### config.mk
export PLATFORM = sky130hd
export DESIGN_NAME = fifo_wr
export DESIGN_NICKNAME = d
export VERILOG_FILES = /design/src/rtl/fifo_wr.sv
export SDC_FILE = /design/constraint.sdc
export NUM_CORES = 1
export LEC_CHECK = 0
export CELL_PAD_IN_SITES_DETAIL_PLACEMENT = 1
export CELL_PAD_IN_SITES_GLOBAL_PLACEMENT = 1
export CORE_UTILIZATION = 25
export CTS_CLUSTER_SIZE = 25
export DETAILED_ROUTE_END_ITERATION = 16
export GPL_TIMING_DRIVEN = 0
export PLACE_DENSITY = 0.65
export SYNTH_ARGS = -nofsm -noshare
export SYNTH_HDL_FRONTEND = slang
export SYNTH_SLANG_ARGS = --single-unit
export TNS_END_PERCENT = 20
### constraint.sdc
create_clock -name wclk -period 2.5 [get_ports wclk]
set_input_delay 0.75 -clock wclk [delete_from_list [all_inputs] [get_ports wclk]]
set_output_delay 0.75 -clock wclk [all_outputs]
set_load 0.01 [all_outputs]
### src/rtl/fifo_wr.sv
// Write-side control for an asynchronous FIFO: binary/Gray write pointer,
// read-pointer synchronizer, and full / almost-full / level / overflow flags.
module fifo_wr #(
   parameter int unsigned DEPTH    = 8,
   parameter int unsigned AF_LEVEL = DEPTH - 2
) (
   input  logic                     wclk,
   input  logic                     wrst,
   input  logic                     winc,
   input  logic [$clog2(DEPTH):0]   rptr,
   output logic                     wen,
   output logic [$clog2(DEPTH)-1:0] waddr,
   output logic [$clog2(DEPTH):0]   wptr,
   output logic                     wfull,
   output logic                     walmost_full,
   output logic [$clog2(DEPTH):0]   wlevel,
   output logic                     woverflow
);

   localparam int unsigned N  = $clog2(DEPTH);
   localparam int unsigned PW = N + 1;

   logic [PW-1:0] wbin_q, wbin_d;
   logic [PW-1:0] wptr_q, wptr_d;
   logic [PW-1:0] rq1_q, rq2_q;
   logic [PW-1:0] wlevel_q, wlevel_d;
   logic [PW-1:0] rbin;
   logic          wfull_q, wfull_d;
   logic          walmost_full_q, walmost_full_d;
   logic          woverflow_q, woverflow_d;

   function automatic logic [PW-1:0] bin2gray(input logic [PW-1:0] b);
      return (b >> 1) ^ b;
   endfunction

   function automatic logic [PW-1:0] gray2bin(input logic [PW-1:0] g);
      logic [PW-1:0] b;
      b[PW-1] = g[PW-1];
      for (int i = int'(PW) - 2; i >= 0; i--) begin
         b[i] = b[i+1] ^ g[i];
      end
      return b;
   endfunction

   // Reset also gates the strobe so a write presented during reset never lands.
   assign wen   = winc & ~wfull_q & ~wrst;
   assign waddr = wbin_q[N-1:0];

   always_comb begin
      wbin_d         = wbin_q;
      if (wen) begin
         wbin_d = wbin_q + PW'(1);
      end
      wptr_d         = bin2gray(wbin_d);
      rbin           = gray2bin(rq2_q);
      wlevel_d       = wbin_d - rbin;
      wfull_d        = (wptr_d == {~rq2_q[N:N-1], rq2_q[N-2:0]});
      walmost_full_d = (32'(wlevel_d) >= AF_LEVEL);
      woverflow_d    = woverflow_q | (winc & wfull_q);
   end

   always_ff @(posedge wclk) begin
      if (wrst) begin
         wbin_q         <= '0;
         wptr_q         <= '0;
         rq1_q          <= '0;
         rq2_q          <= '0;
         wlevel_q       <= '0;
         wfull_q        <= 1'b0;
         walmost_full_q <= 1'b0;
         woverflow_q    <= 1'b0;
      end else begin
         wbin_q         <= wbin_d;
         wptr_q         <= wptr_d;
         rq1_q          <= rptr;
         rq2_q          <= rq1_q;
         wlevel_q       <= wlevel_d;
         wfull_q        <= wfull_d;
         walmost_full_q <= walmost_full_d;
         woverflow_q    <= woverflow_d;
      end
   end

   assign wptr         = wptr_q;
   assign wfull        = wfull_q;
   assign walmost_full = walmost_full_q;
   assign wlevel       = wlevel_q;
   assign woverflow    = woverflow_q;

endmodule

==> out/summary.txt, run 1 <==
final worst path period need = 2.35 ns
final wirelength = 1690 um
H-tree depth = 1
Max Cap Viol = 0
VDD IR max = 0.000281 V
Crit Path Category = input port to flip-flop
slowest library cell on the worst path = fa_2
post-synthesis async set-or-reset flop share = 0%
WP buf/inv = 3
# diodes = 0
Final ANT Viol Nets = 0
detailed placement HPWL = 1300 um
Worst slew margin = 52.0%
CTS Buffer Depth = 2
area fraction in compound gates after synthesis = 3.51%
Vias = 629
Post-Syn Area = 891 sq um
Iter 0 DRT Violations = 4
pwr dens = 648 nW/um^2
Post-DP Area = 1170 sq um
die extent in y = 61.7 um
Clock transition at path regs = 0.14 ns
largest cells by area after synthesis = dfxtp_1, xnor2_1, nor2b_1
TritonRoute pass-1 iters = 4
DR DRC count = 0
Syn Inst Count = 81
largest net degree at the start of global routing = 14
syn_nets = 92
Worst Tran Pin Value = 0.715 ns
Seq/Total Area, Yosys = 49.4%
crit path cell chain = buf_2 -> nor3b_4 -> buf_6 -> xnor2_2 -> ha_2 -> inv_1 -> fa_2 -> xor2_1 -> xnor2_1 -> o22ai_1
run status = complete, no violations
cells on worst reg2reg path = 9
chip width = 61.7 um
simple-gate portion of the synthesized area = 16.4%
Die ar. = 3810 sq um
initial core utilization = 26.5%
crit path launch type = input port
area grow syn2layout = 44.4%
Final Wtd Congestion = 0.663
Warnings, synthesis = 0
Crit path depth = 10
drt via density = 4.01
count of final setup violators = 0
largest family of logic cells by synthesized area = XOR/XNOR gates
CP delay by family, top = XOR/XNOR gates
worst hold-check path type = flip-flop to flip-flop
Max Clock Freq = 426 MHz
vias in the first global route = 658
ys flop type = dfxtp_1
required time worst endpoint = 2.67 ns
CP max stage delay = 0.33 ns
total clock sinks = 22
post-synthesis mux area share = 2.25%
GR Overflow Total = 0
Synth Area in XOR/XNOR = 18.3%
row count = 21
cell type with the largest total area after synthesis = dfxtp_1
CP Capture Type = flip-flop
Post-synth EDFFs = 0
Wirelength per Cell = 10.8 um
IO buf count = 21
placed cell count = 148
P_leak = 0.492 nW
GR Util All Layers = 10.4%
antenna violations before repair = 0
synthesized flop and latch total = 22
first-pass GRT wire length = 2780 um
total CTS buffers = 3
syn_area_per_cell = 11.0 sq um
share of layout cells above drive strength 1 = 18.9%
Core ar. = 3360 sq um
most common cell in the netlist = dfxtp_1
Arrival @ worst endpoint = 2.52 ns
RSZ-0062 raised after global routing = false
CTS Hold Bufs = 0
Layout Cells excl Fill = 157
fin. max-slew vios = 0
crit-path max FO = 6
post-synth top area share = 49.4%
IO Pins = 22
Final nets = 123
Worst-Skew Late Latency = 0.31 ns
clock skew = 0.0186 ns
clock root buffer = clkbuf_4
final worst-path cycle share = 93.8%
final instance area = 1290 sq um
Hold Crit Depth = 1
Adder-Cell Fraction of Synth Area = 7.58%
most frequent cells after synthesis = dfxtp_1, xnor2_1, nor2_1
TritonCTS clock tree = built
Yosys cell types = 21
Final Hold Viols = 0
cell families (layout without fill, tap and decap cells):
group,Yosys count,in the layout
AO/OA/AOI/OAI,4,4
multiplexers,2,2
AND/OR/NAND/NOR,25,25
buffers and inverters,6,36
flip-flops,22,22
adder cells (fa/ha/maj),5,5
XOR/XNOR,17,17
cell type report:
cell class	count	area (sq um)
plain buffers	2	7.51
clock buffers	3	22.5
clock inverters	1	30.0
fillers	415	2080
inverters	4	15.0
multi-input cells	53	469
flip-flops and latches	22	440
well taps	46	57.6
repair buffers	26	244
cell usage in the layout (no fill, tap or decap), types with 2 or more instances in the layout:
cell	count
a21oi_1	2
buf_4	3
buf_6	2
clkbuf_1	2
clkbuf_4	3
clkdlybuf4s50_1	18
dfxtp_1	22
ha_1	2
inv_1	3
nor2_1	11
nor2b_1	8
xnor2_1	11
xor2_1	2
xor2_2	2
report_power, final:
| group | total, mW | internal (mW) | leakage, nW | switching, mW |
|---|---|---|---|---|
| Clock | 0.274 | 0.162 | 0.0279 | 0.111 |
| Combinational | 0.172 | 0.0962 | 0.283 | 0.0755 |
| Sequential | 0.389 | 0.377 | 0.181 | 0.0117 |
state kept, by name, indices dropped and copies added, names as in the netlist:
signal and cells:
wlevel 4, woverflow 1, wptr 3, walmost_full 1, wbin_q 4, rq2_q 4, wfull 1, rq1_q 4
what timing repair did:
action	4_1_cts	5_1_grt
cloned	0	0
buffers inserted	5	0
gates resized for setup	10	7
pin swaps	4	4
setup endpoints to repair	6	5
worst paths after layout:
kind	start	end	slack (ns)
worst min-delay path	rq1_q[2]	rq2_q[2]	0.43
worst max register to register	rq2_q[3]	walmost_full	0.17
worst min register to register	rq1_q[2]	rq2_q[2]	0.43
worst max-delay path	wrst	walmost_full	0.15
stage by stage:
stage / setup TNS (ns) / hold WS (ns) / utilization, % / power (mW) / worst slack (ns)
6_report: 0 / 0.434 / 38.2 / 0.834 / 0.154
4_1_cts: 0 / 0.441 / 38.1 / 0.843 / 0.0246
3_3_place_gp: -3.95 / 0.421 / 34.7 / 0.553 / -0.818
2_1_floorplan: -0.0749 / 0.414 / - / 0.487 / -0.0563
3_5_place_dp: -4.18 / 0.431 / 34.7 / 0.557 / -0.846
5_1_grt: 0 / 0.448 / 38.2 / 0.874 / 0.0241
worst reg2reg max path, cell delays in order, from the launching register on:
cell,delay (ns)
dfxtp_1,0.37
xor2_2,0.21
xnor2_1,0.36
xnor2_1,0.17
ha_2,0.18
inv_1,0.06
fa_2,0.33
xor2_1,0.18
xnor2_1,0.23
o22ai_1,0.12
per-layer routing:
layer	global-route usage (%)	vias to the layer above	wire (um)
li1	-	319	-
met1	11.4	295	743
met2	18.1	11	850
met3	1.86	4	58
met4	7.62	0	40
met5	0	-	0
(Power assumes the default switching activity.)
==> inputs of run 2 (changes only) <==
--- a/config.mk
+++ b/config.mk
@@ -5,6 +5,7 @@
 export SDC_FILE = /design/constraint.sdc
 export NUM_CORES = 1
 export LEC_CHECK = 0
+export CAP_MARGIN = 20
 export CELL_PAD_IN_SITES_DETAIL_PLACEMENT = 1
 export CELL_PAD_IN_SITES_GLOBAL_PLACEMENT = 1
 export CORE_UTILIZATION = 25
==> results of run 2 <==
No change in the layout: final DEF, timing and power equal those of run 1.
